**src/rtl/mmio_uart_bridge.sv**
```systemverilog
// MMIO slave bridging the CPU IO path to a UART TX/RX pair through two FIFOs.
// Define MMIO_COUNTERS_EN to include the CYCLES/INSTRS counters at offsets 0x10/0x14.
module mmio_uart_bridge #(
  parameter int         FIFO_DEPTH = 8,
  parameter logic [3:0] IO_BASE    = 4'h8
) (
  input  logic        clk,
  input  logic        rst,
  input  logic [31:0] addr,
  input  logic [3:0]  store_mask,
  input  logic [31:0] wdata,
  input  logic        load_sel,
  input  logic        load_en,
  output logic [31:0] rdata,
  input  logic        instr_retire,
  output logic [7:0]  uart_tx_data,
  output logic        uart_tx_valid,
  input  logic        uart_tx_ready,
  input  logic [7:0]  uart_rx_data,
  input  logic        uart_rx_valid,
  output logic        uart_rx_ready
);

  localparam int AW = $clog2(FIFO_DEPTH);

  localparam logic [5:0] OFF_STATUS = 6'h00;
  localparam logic [5:0] OFF_RXDATA = 6'h01;
  localparam logic [5:0] OFF_TXDATA = 6'h02;
  localparam logic [5:0] OFF_CYCLES = 6'h04;
  localparam logic [5:0] OFF_INSTRS = 6'h05;

  logic [5:0] offset;
  logic       hit, rdAccess, wrAccess;

  assign hit      = (addr[31:28] == IO_BASE);
  assign offset   = addr[7:2];
  assign rdAccess = hit & load_sel & load_en;
  assign wrAccess = hit & (store_mask != 4'b0000);

  // Extra pointer bit distinguishes full from empty when the index bits match.
  logic [AW:0] txWr, txRd, rxWr, rxRd;
  logic [7:0]  txMem [FIFO_DEPTH];
  logic [7:0]  rxMem [FIFO_DEPTH];
  logic        txEmpty, txFull, rxEmpty, rxFull;
  logic        txOverflow;

  assign txEmpty = (txWr == txRd);
  assign txFull  = (txWr[AW] != txRd[AW]) && (txWr[AW-1:0] == txRd[AW-1:0]);
  assign rxEmpty = (rxWr == rxRd);
  assign rxFull  = (rxWr[AW] != rxRd[AW]) && (rxWr[AW-1:0] == rxRd[AW-1:0]);

  logic txWriteHit, txPush, txPop, rxPush, rxPop, statusRead;

  assign txWriteHit = wrAccess && (offset == OFF_TXDATA);
  assign txPush     = txWriteHit && !txFull;
  assign txPop      = !txEmpty && uart_tx_ready;
  assign rxPush     = uart_rx_valid && !rxFull;
  assign rxPop      = rdAccess && (offset == OFF_RXDATA) && !rxEmpty;
  assign statusRead = rdAccess && (offset == OFF_STATUS);

  assign uart_tx_data  = txMem[txRd[AW-1:0]];
  assign uart_tx_valid = !txEmpty;
  assign uart_rx_ready = !rxFull;

  // NOTE: FIFO storage has no reset; the pointers alone define which entries are valid.
  always_ff @(posedge clk) begin
    if (txPush) txMem[txWr[AW-1:0]] <= wdata[7:0];
    if (rxPush) rxMem[rxWr[AW-1:0]] <= uart_rx_data;
  end

  // NOTE: sequential state uses non-blocking assignments so every register samples pre-edge values.
  always_ff @(posedge clk or posedge rst) begin
    if (rst) begin
      txWr       <= '0;
      txRd       <= '0;
      rxWr       <= '0;
      rxRd       <= '0;
      txOverflow <= 1'b0;
    end else begin
      if (txPush) txWr <= txWr + (AW+1)'(1);
      if (txPop)  txRd <= txRd + (AW+1)'(1);
      if (rxPush) rxWr <= rxWr + (AW+1)'(1);
      if (rxPop)  rxRd <= rxRd + (AW+1)'(1);
      // A drop in the same cycle as a STATUS read must not be lost.
      if (txWriteHit && txFull) txOverflow <= 1'b1;
      else if (statusRead)      txOverflow <= 1'b0;
    end
  end

`ifdef MMIO_COUNTERS_EN
  logic [31:0] cycles, instrs;

  always_ff @(posedge clk or posedge rst) begin
    if (rst) begin
      cycles <= '0;
      instrs <= '0;
    end else begin
      cycles <= (wrAccess && offset == OFF_CYCLES) ? '0 : cycles + 32'd1;
      instrs <= (wrAccess && offset == OFF_INSTRS) ? '0 : instrs + {31'b0, instr_retire};
    end
  end
`endif

  logic [31:0] readValue;

  // NOTE: readValue gets a default before the case so no latch is inferred.
  always_comb begin
    readValue = '0;
    case (offset)
      OFF_STATUS: readValue = {29'b0, txOverflow, !rxEmpty, !txFull};
      OFF_RXDATA: readValue = rxEmpty ? 32'b0 : {24'b0, rxMem[rxRd[AW-1:0]]};
`ifdef MMIO_COUNTERS_EN
      OFF_CYCLES: readValue = cycles;
      OFF_INSTRS: readValue = instrs;
`endif
      default:    readValue = '0;
    endcase
  end

  always_ff @(posedge clk or posedge rst) begin
    if (rst)           rdata <= '0;
    else if (rdAccess) rdata <= readValue;
  end

  logic unusedBits;
`ifdef MMIO_COUNTERS_EN
  assign unusedBits = ^{addr[27:8], addr[1:0], wdata[31:8]};
`else
  assign unusedBits = ^{addr[27:8], addr[1:0], wdata[31:8], instr_retire};
`endif

endmodule
```
**config.mk**
```make
export PLATFORM = sky130hd
export DESIGN_NAME = mmio_uart_bridge
export DESIGN_NICKNAME = d
export VERILOG_FILES = /design/src/rtl/mmio_uart_bridge.sv
export SDC_FILE = /design/constraint.sdc
export NUM_CORES = 1
export LEC_CHECK = 0
export BUFFER_PORTS_ARGS = -buffer_cell sky130_fd_sc_hd__buf_2
export CAP_MARGIN = 40
export CORE_AREA = 2 2 111 113
export DETAILED_ROUTE_END_ITERATION = 16
export DIE_AREA = 0 0 113 115
export GPL_ROUTABILITY_DRIVEN = 0
export PLACE_DENSITY = 0.86
export SETUP_SLACK_MARGIN = 0.5
export SYNTH_ARGS = -nofsm -noshare
export SYNTH_HDL_FRONTEND = slang
export SYNTH_SLANG_ARGS = --single-unit
```
**constraint.sdc**
```tcl
create_clock -name clk -period 5.3 [get_ports clk]
set_input_delay 0.265 -clock clk [delete_from_list [all_inputs] [get_ports clk]]
set_output_delay 0.265 -clock clk [all_outputs]
set_load 0.05 [all_outputs]
```
==> results.txt, run 1 <==
----------------------------------------------------
[Clock tree]
  Count of clock tree sinks ... 153
  Post-CTS Setup Repair Bufs ... 0
  Number of CTS-inserted buffers ... 17
  Maximum buffer depth of the clock tree ... 2
  Clk Latency, worst-skew pair ... 420 ps
  Post-CTS clock slew at the launch and capture registers of the worst setup and hold paths ... 60 ps
  TritonCTS clock tree ... done
  Depth of the CTS H-tree ... 4
  Buffer type at the clock tree root ... sky130_fd_sc_hd__clkbuf_16
  CTS Hold Bufs ... 1
  Post-cts repair resize count ... 0

[Setup path]
  Type of origin of the critical path ... flop
  Start point of the critical path ... txRd[1]$_DFFE_PP0P_
  Worst Setup End Kind ... flop
  Termination of the worst setup path ... txMem[6][2]$_DFFE_PP_
  Crit Path Class ... reg -> reg
  Path depth of the worst reg2reg path ... 4
  Worst R2R Start ... txRd[1]$_DFFE_PP0P_
  Crit-path max FO ... 20
  Required time at the endpoint of the critical path ... 5330 ps
  Arrival time reported for the critical path endpoint ... 2710 ps
  Slack of the worst reg-to-reg path ... 2620 ps
  End of the worst register-to-register path ... txMem[6][2]$_DFFE_PP_

[Yosys]
  Asr flop ratio synth ... 16.3%
  Number of flip-flops and latches in the synthesized netlist ... 153
  Average cell area after synthesis ... 18.4 um2
  Synth top area cells ... sky130_fd_sc_hd__edfxtp_1, sky130_fd_sc_hd__mux4_2, sky130_fd_sc_hd__dfrtp_1
  Sequential share of the synthesized area ... 70.4%
  Syn Inst Count ... 344
  Most used flip-flop cell after synthesis ... sky130_fd_sc_hd__edfxtp_1
  Cell with the most instances after synthesis ... sky130_fd_sc_hd__edfxtp_1
  Post-synth cell types ... 36
  Biggest area consumer among synthesized cells ... sky130_fd_sc_hd__edfxtp_1
  Mapped Area ... 6340 um2
  Proportion of netlist area held by the largest area contributor ... 60.6%
  Most frequent cells after synthesis ... sky130_fd_sc_hd__edfxtp_1, sky130_fd_sc_hd__mux4_2, sky130_fd_sc_hd__dfrtp_1
  EDFF count, synth ... 128
  Count of synthesis-stage warnings from yosys ... 0

[Finish]
  Post-layout net count ... 503
  Summed area of non-filler cells in the final layout ... 7360 um2
  Fraction of layout cells with a size suffix above 1 ... 34.3%
  Fin util ... 62.3%
  ANT cells ... 0
  Signed area change from the synthesized netlist to the final layout ... 16.1%

[STA]
  Hold violation total from the final report ... 0
  Number of slew-limit violations in the final report ... 0
  Worst Skew ... 12.2 ps
  Worst hold slack across all endpoints ... 111 ps
  Setup Total Neg Slack ... 0 ps
  Highest achievable clock rate ... 373 MHz
  Total setup violations reported at the end of the flow ... 0
  Unrepaired setup endpoints after global routing ... false
  Worst slew margin ... 39.4%
  Worst Tran Pin Value ... 905 ps
  Min cycle time layout ... 2680 ps
  Fraction of the cycle the final worst path needs ... 50.5%

[Place]
  Post-DP Area ... 6740 um2
  HPWL after DPL ... 7130 um
  Number of port buffers ... 53

[Die]
  Rows ... 40
  DIE WIDTH ... 113 um
  Die Area ... 13,000 um2
  Ports placed on the boundary ... 125
  Initial core utilization ... 53.7%
  Placeable core area ... 11,800 um2
  Die Ht ... 115 um

[Worst hold path]
  Classification of the worst-slack hold path ... in -> reg
  Cells on Worst Hold Path ... 1

[Global routing]
  Antenna violations before repair ... 0
  All-Layer GR Usage ... 19.0%
  Via count of the first global-routing pass ... 3,316
  First-pass GRT wire length ... 17,900 um
  Total congestion overflow after global routing ... 0
  Maximum number of pins on one net before global-route repair ... 21

[Route]
  Detailed-router iteration count before antenna repair ... 11
  DR iter-0 viols ... 264
  Final WL ... 11,700 um
  Avg WL per Cell ... 20.3 um
  Mean number of vias per cell ... 5.61
  Vias after detailed routing ... 3,232
  Total DRC errors in the routed layout ... 7
  Final ANT Viol Nets ... 0

[Run status]
  Status ... complete, but fails checks
  Violations in the final reports ... design-rule violations

[Pwr]
  Worst voltage drop across the vdd grid ... 0.000360 V
  Leakage power ... 0.00267 uW
  Power density normalized to cell area ... 474 nW/um2

[Flow run]
  MaxCap Viol Count ... 0

----------------------------------------------------
worst max-delay path: stages (launching register included):
cell	delay [ps]
sky130_fd_sc_hd__dfrtp_1	890
sky130_fd_sc_hd__xnor2_1	240
sky130_fd_sc_hd__nand4b_1	280
sky130_fd_sc_hd__nand3_1	190
sky130_fd_sc_hd__nor2_1	700
sequential cells by signal (all words and copies together) (netlist names):
name        flops
txMem          64
txRd            4
rdata           8
txWr            4
rxRd            4
rxWr            4
txOverflow      1
rxMem          64
kinds of logic (layout without fill, tap and decap cells):
logic type,after synthesis,count (layout),synth area share [%]
AND/OR/NAND/NOR,54,54,5.25
multiplexers,52,52,14.8
AO/OA/AOI/OAI,13,13,1.44
flip-flops,153,153,70.4
buffers and inverters,47,109,4.46
adder cells (fa/ha/maj),4,4,0.789
other,1,24,0.0591
XOR/XNOR,20,20,2.76
layout make-up:
type / count / area, um2
tap: 147 / 184
clock buffer: 21 / 440
sequential: 153 / 4470
clock inverter: 11 / 148
fill: 792 / 4450
timing repair buffer: 69 / 408
inverter: 8 / 30.0
multi-input combinational: 167 / 1680
worst min-delay path by stage:
stage,startpoint,endpoint,slack (ps)
3_5_place_dp,rst,rdata[1]$_DFFE_PP0N_,310
6_report,uart_rx_data[2],rxMem[4][2]$_DFFE_PP_,110
3_3_place_gp,rdata[7]$_DFFE_PP0N_,rdata[7]$_DFFE_PP0N_,460
4_1_cts,uart_rx_data[6],rxMem[7][6]$_DFFE_PP_,100
2_1_floorplan,rst,rdata[0]$_DFFE_PP0N_,290
5_1_grt,uart_rx_data[6],rxMem[7][6]$_DFFE_PP_,110
metrics by stage:
step           total power (uW)  setup WS [ps]  cells
6_report                   3490           2620    576
5_1_grt                    3620           2410    576
4_1_cts                    3510           2520    572
3_5_place_dp               2310           2560    539
3_3_place_gp               2270           2660    537
2_1_floorplan              2140           2670    367
placed cells by master (no fill, tap or decap), types with 5 or more instances in the layout:
master,Yosys,routed
sky130_fd_sc_hd__conb_1,1,24
sky130_fd_sc_hd__nor2_1,8,8
sky130_fd_sc_hd__nand2_1,11,11
sky130_fd_sc_hd__nand4_1,5,5
sky130_fd_sc_hd__buf_4,24,14
sky130_fd_sc_hd__buf_2,4,53
sky130_fd_sc_hd__mux2i_1,8,8
sky130_fd_sc_hd__edfxtp_1,128,128
sky130_fd_sc_hd__clkbuf_16,0,17
sky130_fd_sc_hd__nand2b_1,5,5
sky130_fd_sc_hd__mux2_2,11,11
sky130_fd_sc_hd__o21ai_0,7,7
sky130_fd_sc_hd__nand3_1,6,6
sky130_fd_sc_hd__dfrtp_1,25,25
sky130_fd_sc_hd__nor3_1,7,6
sky130_fd_sc_hd__inv_1,8,8
sky130_fd_sc_hd__mux4_2,32,32
sky130_fd_sc_hd__xnor2_1,16,16
power breakdown:
group	internal (uW)	switching (uW)	leakage, uW
combinational	303	479	0.000894
sequential	1420	99.1	0.00149
clock	741	455	0.000285
total	2460	1030	0.00267
routing by layer:
metal	vias up	GRT usage [%]	part of all wire [%]
met4	0	7.97	1.2
met2	123	34.0	54
met5	-	0	0
met1	1652	21.7	39
met3	12	5.22	5.5
li1	1445	-	-
(Power assumes the default switching activity.)
==> run 2: changes to the inputs <==
--- a/config.mk
+++ b/config.mk
@@ -7,11 +7,11 @@
 export LEC_CHECK = 0
 export BUFFER_PORTS_ARGS = -buffer_cell sky130_fd_sc_hd__buf_2
 export CAP_MARGIN = 40
-export CORE_AREA = 2 2 111 113
+export CORE_AREA = 2 2 116 118
 export DETAILED_ROUTE_END_ITERATION = 16
-export DIE_AREA = 0 0 113 115
+export DIE_AREA = 0 0 118 120
 export GPL_ROUTABILITY_DRIVEN = 0
-export PLACE_DENSITY = 0.86
+export PLACE_DENSITY = 0.83
 export SETUP_SLACK_MARGIN = 0.5
 export SYNTH_ARGS = -nofsm -noshare
 export SYNTH_HDL_FRONTEND = slang
==> constraint.sdc (replaced) <==
create_clock -name clk -period 2.37 [get_ports clk]
set_input_delay 0.1185 -clock clk [delete_from_list [all_inputs] [get_ports clk]]
set_output_delay 0.1185 -clock clk [all_outputs]
set_load 0.05 [all_outputs]
==> run 2 against run 1 <==
The flow now finishes without violations. Clock power rose by 130%. Critical path depth did not move. Global-route usage barely moved. Critical path type is now reg -> out.
==> results.txt, run 2 (synthesized netlist as in run 1, its figures left out) <==
----------------------------------------------------
[Clock tree]
  Buffer type at the clock tree root ... sky130_fd_sc_hd__clkbuf_16
  TritonCTS clock tree ... done
  Count of clock tree sinks ... 153 (unchanged)
  Number of CTS-inserted buffers ... 17 (unchanged)
  Depth of the CTS H-tree ... 4 (unchanged)
  Maximum buffer depth of the clock tree ... 2 (unchanged)
  Clk Latency, worst-skew pair ... 420 ps (about the same)
  Post-CTS clock slew at the launch and capture registers of the worst setup and hold paths ... 60 ps (about the same)

[Setup path]
  Family of cells with the greatest summed delay on the critical path ... multiplexers
  Type of origin of the critical path ... flop
  Crit-path max FO ... 8 (-60%)
  Path depth of the worst reg2reg path ... 8 (+4)
  Depth of the critical timing path with buffers and inverters included ... 4 (unchanged)
  Crit path largest cell delay ... 510 ps (-380 ps)
  Crit Path Class ... reg -> out
  Buf+Inv Stages, Crit Path ... 2 (+2)
  CP max stage cell ... sky130_fd_sc_hd__mux4_2
  Arrival time reported for the critical path endpoint ... 2010 ps (-700 ps)
  Worst Setup End Kind ... primary output
  Ordered cell list for the critical path ... clkbuf_16 -> mux4_2 -> mux2_4 -> buf_8
  Required time at the endpoint of the critical path ... 2250 ps (-3080 ps)

[STA]
  Fraction of the cycle the final worst path needs ... 89.7%
  Min cycle time layout ... 2130 ps
  Number of slew-limit violations in the final report ... 0 (unchanged)
  Total setup violations reported at the end of the flow ... 0 (unchanged)
  Hold violation total from the final report ... 0 (unchanged)
  Worst Skew ... 5.67 ps (-6.50 ps)
  Highest achievable clock rate ... 470 MHz
  Setup Total Neg Slack ... 0 ps (unchanged)
  Unrepaired setup endpoints after global routing ... true

[Die]
  Rows ... 42 (+5.0%)
  Initial core utilization ... 48.9% (-4.8 points)
  Ports placed on the boundary ... 125 (unchanged)
  DIE WIDTH ... 118 um (+4.4%)
  Placeable core area ... 13,000 um2 (+9.9%)
  Die Area ... 14,200 um2 (+9.0%)
  Die Ht ... 120 um (+4.3%)

[Finish]
  Multi-input logic area ... 1920 um2 (+14%)
  Signed area change from the synthesized netlist to the final layout ... 30.3%
  Seq. cell area ... 4470 um2 (+0.11%)
  Most common cell after layout, fill and taps aside ... sky130_fd_sc_hd__edfxtp_1
  Fraction of layout cells with a size suffix above 1 ... 43.8% (+9.5 points)
  Post-layout net count ... 549 (+9.1%)
  Fill cell total of the finished layout ... 856 (+8.1%)
  Top library cells by usage in the layout, fill and taps aside ... sky130_fd_sc_hd__edfxtp_1, sky130_fd_sc_hd__buf_2, sky130_fd_sc_hd__mux4_2
  ANT cells ... 0 (unchanged)

[Route]
  Detailed-router iteration count before antenna repair ... 5 (-6)
  Total DRC errors in the routed layout ... 0 (-7)
  Avg WL per Cell ... 19.8 um (-2.7%)
  Final WL ... 12,900 um (+9.9%)
  Vias after detailed routing ... 3,367 (+4.2%)
  Final ANT Viol Nets ... 0 (unchanged)
  Mean number of vias per cell ... 5.17 (-7.8%)
  DR iter-0 viols ... 258 (-2.3%)

[Pwr]
  Worst voltage drop across the vdd grid ... 0.000758 V (+110%)
  Total power draw ... 8710 uW (+150%)
  Leakage power ... 0.00303 uW (+14%)
  Power density normalized to cell area ... 1050 nW/um2 (+120%)

[Global routing]
  All-Layer GR Usage ... 19.0% (-0.038 points)
  Total congestion overflow after global routing ... 0 (unchanged)
  Antenna violations before repair ... 0 (unchanged)
  Maximum number of pins on one net before global-route repair ... 20 (-4.8%)
  Via count of the first global-routing pass ... 3,550 (+7.1%)
  First-pass GRT wire length ... 19,500 um (+8.8%)

[Worst hold path]
  Cells on Worst Hold Path ... 3 (+2)
  Classification of the worst-slack hold path ... in -> reg

[Flow run]
  MaxCap Viol Count ... 0 (unchanged)

[Place]
  Number of port buffers ... 53 (unchanged)
  HPWL after DPL ... 7670 um (+7.6%)

[Run status]
  Status ... finished, final reports clean

----------------------------------------------------
-- run 2: cell types whose count changed in the layout (fill, tap and decap cells not counted), sizes merged --
cell,change
buf,+29
bufinv,+1
clkbuf,-1
clkinvlp,+3
dlygate4sd3,+16
inv,-2
-- run 2: cell type report --
cell class              count  area share (%)
flip-flops and latches    153            54.1
multi-input cells         167            23.3
repair buffers            115            12.1
clock buffers              19            5.36
well taps                 176            2.66
clock inverters            13            2.13
inverters                   8           0.408
-- run 2: worst paths after layout --
kind,slack (ps),startpoint,to
setup / recovery,240,txRd[0]$_DFFE_PP0P_,uart_tx_data[3]
setup reg to reg,260,txRd[0]$_DFFE_PP0P_,txMem[0][3]$_DFFE_PP_
max in group asynchronous,1740,rst,rxRd[0]$_DFFE_PP0P_
hold reg to reg,490,rdata[3]$_DFFE_PP0N_,rdata[3]$_DFFE_PP0N_
hold / removal,20,uart_tx_ready,txRd[2]$_DFFE_PP0P_
min in group asynchronous,200,rst,txWr[2]$_DFFE_PP0P_
-- run 2: timing repair --
| action | CTS | global route |
|---|---|---|
| hold endpoints to repair | 153 | 0 |
| setup endpoints to repair | 97 | 84 |
| gates resized for setup | 49 | 18 |
| setup buffers | 9 | 12 |
| pin swaps | 7 | 6 |
| hold buffers | 17 | 0 |
| cloned | 1 | 0 |
-- run 2: tightest hold or removal path: cells and delay by family --
kind,cells,cell delay [ps]
XOR/XNOR,1,60
AND/OR/NAND/NOR,1,90
buffers and inverters,1,120
-- run 2: power by group --
group | leakage [uW] | internal [uW] | total [uW] | switching [uW]
logic | 0.00125 | 1220 | 2590 | 1380
clock network | 0.000299 | 1780 | 2800 | 1030
registers | 0.00148 | 3170 | 3310 | 137
total | 0.00303 | 6170 | 8710 | 2540
-- run 2: per-stage QoR --
step | setup slack [ps] | utilization, % | cells | hold slack [ps] | area (um2)
4_1_cts | 205 | 62.4 | 639 | 0.735 | 8100
3_5_place_dp | 180 | 54.0 | 580 | 105 | 7020
5_1_grt | 173 | 63.7 | 651 | 33.9 | 8270
6_report | 243 | 63.7 | 651 | 21.2 | 8270
2_1_floorplan | 297 | - | 367 | 146 | 6600
3_3_place_gp | 226 | 53.8 | 579 | 375 | 6990
-- run 2: metal layers --
metal,vias to the layer above,wire (um),global-route usage (%),share of wire (%)
met3,12,586,6.32,4.6
met5,-,0,0,0
li1,1530,-,-,-
met4,0,158,6.40,1.2
met1,1721,4880,21.2,38
met2,104,7260,34.2,56
==> run 3: changes to the inputs <==
==> config.mk (replaced) <==
export PLATFORM = sky130hd
export DESIGN_NAME = mmio_uart_bridge
export DESIGN_NICKNAME = d
export VERILOG_FILES = /design/src/rtl/mmio_uart_bridge.sv
export SDC_FILE = /design/constraint.sdc
export NUM_CORES = 1
export LEC_CHECK = 0
export CAP_MARGIN = 40
export CORE_AREA = 2 2 111 113
export CTS_CLUSTER_SIZE = 12
export DETAILED_ROUTE_END_ITERATION = 16
export DIE_AREA = 0 0 113 115
export DONT_BUFFER_PORTS = 1
export GPL_ROUTABILITY_DRIVEN = 0
export PLACE_DENSITY = 0.8
export SETUP_SLACK_MARGIN = 0.5
export SYNTH_ARGS = -nofsm -noshare
export SYNTH_HDL_FRONTEND = slang
export SYNTH_SLANG_ARGS = --single-unit
==> run 3 against run 2 <==
The flow now finishes with violations (design-rule violations). Cell count down 12%. Global-route usage is 0.13 points higher. First-iteration DRC count is 0.39% lower. Clock skew is 2.6 ps higher. Non-clock buffer count is 51 lower. Die area down 8.2%. Critical path type unchanged. Largest cell class unchanged. Largest power group unchanged. Highest routed layer unchanged.
==> results.txt, run 3 (synthesized netlist as in run 1, its figures left out) <==
----------------------------------------------------
[Finish]
  Fill cell total of the finished layout ... 773 (-9.7%)
  Top library cells by usage in the layout, fill and taps aside ... sky130_fd_sc_hd__edfxtp_1, sky130_fd_sc_hd__mux4_2, sky130_fd_sc_hd__buf_4
  Signed area change from the synthesized netlist to the final layout ... 23.6%
  Fraction of layout cells with a size suffix above 1 ... 36.1% (-7.7 points)
  Post-layout net count ... 498 (-9.3%)
  ANT cells ... 0 (unchanged)
  Seq. cell area ... 4480 um2 (about the same)
  Multi-input logic area ... 1910 um2 (-0.72%)
  Most common cell after layout, fill and taps aside ... sky130_fd_sc_hd__edfxtp_1

[Pwr]
  Sw Ratio ... 30.4% (+1.2 points)
  Power density normalized to cell area ... 1060 nW/um2 (+0.74%)
  Cell internal power dissipation ... 5790 uW (-6.2%)
  Seq pwr share ... 39.9% (+1.9 points)
  Power spent charging and discharging nets ... 2530 uW (-0.48%)
  Portion of total power attributed to the clock network ... 33.4% (+1.2 points)
  Leakage power ... 0.00277 uW (-8.4%)
  Worst voltage drop across the vdd grid ... 0.000744 V (-1.8%)
  Relative contribution of combinational cells to total power ... 26.7% (-3.1 points)

[Route]
  Vias after detailed routing ... 3,202 (-4.9%)
  Avg WL per Cell ... 20.4 um (+3.3%)
  Final WL ... 11,700 um (-9.4%)
  Detailed-router iteration count before antenna repair ... 10 (+5)
  Total DRC errors in the routed layout ... 7 (+7)
  DR iter-0 viols ... 257 (-0.39%)
  Final ANT Viol Nets ... 0 (unchanged)
  Post-route met1 wirelength ... 4460 um (-8.4%)
  Met2 layer wire length in the routed design ... 6450 um (-11%)
  Highest signal layer in the routed design ... met4
  Mean number of vias per cell ... 5.61 (+8.4%)
  Met3 layer wire length in the routed design ... 558 um (-4.8%)

[Worst hold path]
  Classification of the worst-slack hold path ... in -> reg
  Cells on Worst Hold Path ... 3 (unchanged)

[Clock tree]
  Number of CTS-inserted buffers ... 17 (unchanged)
  Post-CTS clock slew at the launch and capture registers of the worst setup and hold paths ... 70 ps (about the same)
  Depth of the CTS H-tree ... 4 (unchanged)
  Count of clock tree sinks ... 153 (unchanged)
  Maximum buffer depth of the clock tree ... 2 (unchanged)
  Buffer type at the clock tree root ... sky130_fd_sc_hd__clkbuf_16
  TritonCTS clock tree ... done
  Clk Latency, worst-skew pair ... 420 ps (about the same)

[STA]
  Fraction of the cycle the final worst path needs ... 84.9% (-4.9 points)
  Hold violation total from the final report ... 0 (unchanged)
  Worst Tran Pin Value ... 531 ps
  Min cycle time layout ... 2010 ps (-116 ps)
  Unrepaired setup endpoints after global routing ... true
  Highest achievable clock rate ... 497 MHz (+5.8%)
  Crit path setup slack, layout ... 359 ps (+116 ps)
  Worst slew margin ... 64.6%
  Worst Skew ... 8.26 ps (+2.59 ps)
  Total setup violations reported at the end of the flow ... 0 (unchanged)
  Number of slew-limit violations in the final report ... 0 (unchanged)
  Setup Total Neg Slack ... 0 ps (unchanged)

[Global routing]
  All-Layer GR Usage ... 19.1% (+0.13 points)
  Maximum number of pins on one net before global-route repair ... 20 (unchanged)
  Antenna violations before repair ... 0 (unchanged)
  First-pass GRT wire length ... 17,600 um (-9.6%)
  Total congestion overflow after global routing ... 0 (unchanged)
  Via count of the first global-routing pass ... 3,179 (-10%)

[Die]
  Die Area ... 13,000 um2 (-8.2%)
  Initial core utilization ... 53.7% (+4.8 points)
  Placeable core area ... 11,800 um2 (-9.0%)
  Die Ht ... 115 um (-4.2%)
  DIE WIDTH ... 113 um (-4.2%)
  Rows ... 40 (-4.8%)
  Ports placed on the boundary ... 125 (unchanged)

[Flow run]
  MaxCap Viol Count ... 0 (unchanged)

[Setup path]
  Required time at the endpoint of the critical path ... 2250 ps (about the same)
  Crit-path max FO ... 9 (+1)
  Arrival time reported for the critical path endpoint ... 1890 ps (-120 ps)
  Worst Setup End Kind ... primary output
  Crit Path Class ... reg -> out
  Path depth of the worst reg2reg path ... 7 (-1)
  Type of origin of the critical path ... flop
  Slack of the worst reg-to-reg path ... 500 ps (+240 ps)

[Run status]
  Status ... complete, but fails checks
  Violations in the final reports ... design-rule violations

[Place]
  HPWL after DPL ... 7200 um (-6.2%)
  Worst setup slack before clock tree synthesis ... 243 ps (+62.3 ps)
  Number of port buffers ... 0 (-100%)

----------------------------------------------------
==> run 3: cell count changes in the layout (fill, tap and decap cells not counted), sizes merged <==
cell | previous run | this run
buf | 97 | 43
inv | 7 | 14
dlygate4sd3 | 17 | 21
clkbuf | 20 | 17
clkinvlp | 4 | 1
bufinv | 4 | 3
clkinv | 6 | 5
==> run 3: power groups by stage <==
stage | Combinational (uW) | Sequential (uW) | Clock, uW
detailed placement | 1820 | 3380 | 0
global placement | 1750 | 3360 | 0
CTS | 2090 | 3330 | 2820
floorplan | 1630 | 3290 | 0
finish | 2220 | 3320 | 2780
global route | 2350 | 3340 | 2940
==> run 3: path summary, 6_finish.rpt <==
kind	startpoint	end
max	txRd[0]$_DFFE_PP0P_	uart_tx_data[2]
max reg2reg	txRd[0]$_DFFE_PP0P_	txMem[0][6]$_DFFE_PP_
min in group asynchronous	rst	txRd[0]$_DFFE_PP0P_
min	uart_rx_valid	rxWr[0]$_DFFE_PP0P_
max in group asynchronous	rst	rxRd[0]$_DFFE_PP0P_
min reg2reg	txOverflow$_DFFE_PP0P_	txOverflow$_DFFE_PP0P_
==> run 3: area by class of cell <==
class,count,area share (%)
Sequential cell,153,57.1
Multi-Input combinational cell,167,24.4
Timing Repair Buffer,64,7.96
Clock buffer,17,5.43
Clock inverter,15,2.39
Tap cell,147,2.35
Inverter,8,0.431
==> run 3: per-layer routing <==
layer | GRT usage (%) | vias up
met3 | 6.06 | 16
met5 | 0 | -
met4 | 8.29 | 0
li1 | - | 1429
met2 | 33.4 | 84
met1 | 21.8 | 1673
==> run 3: worst max-delay path, cell delays in order, from the launching register on <==
cell and delay [ps]:
sky130_fd_sc_hd__dfrtp_2 420, sky130_fd_sc_hd__buf_8 170, sky130_fd_sc_hd__mux4_2 510, sky130_fd_sc_hd__mux2_4 370
==> run 3: repair_timing <==
item,in CTS,in global routing
pin swaps,7,5
hold buffers,21,0
gates resized for setup,21,13
endpoints found under the setup margin,108,104
endpoints found under the hold margin,169,0
buffers inserted,11,9
==> run 3: per-stage QoR <==
stage | hold slack, ps | instances | utilization [%] | area [um2] | power [uW]
6_report | 66.4 | 571 | 66.4 | 7840 | 8310
5_1_grt | 59.7 | 571 | 66.4 | 7840 | 8620
4_1_cts | 28.8 | 562 | 65.3 | 7710 | 8240
3_5_place_dp | -3.90 | 498 | 56.7 | 6700 | 5190
3_3_place_gp | 218 | 497 | 56.5 | 6670 | 5120
2_1_floorplan | 146 | 367 | - | 6600 | 4920
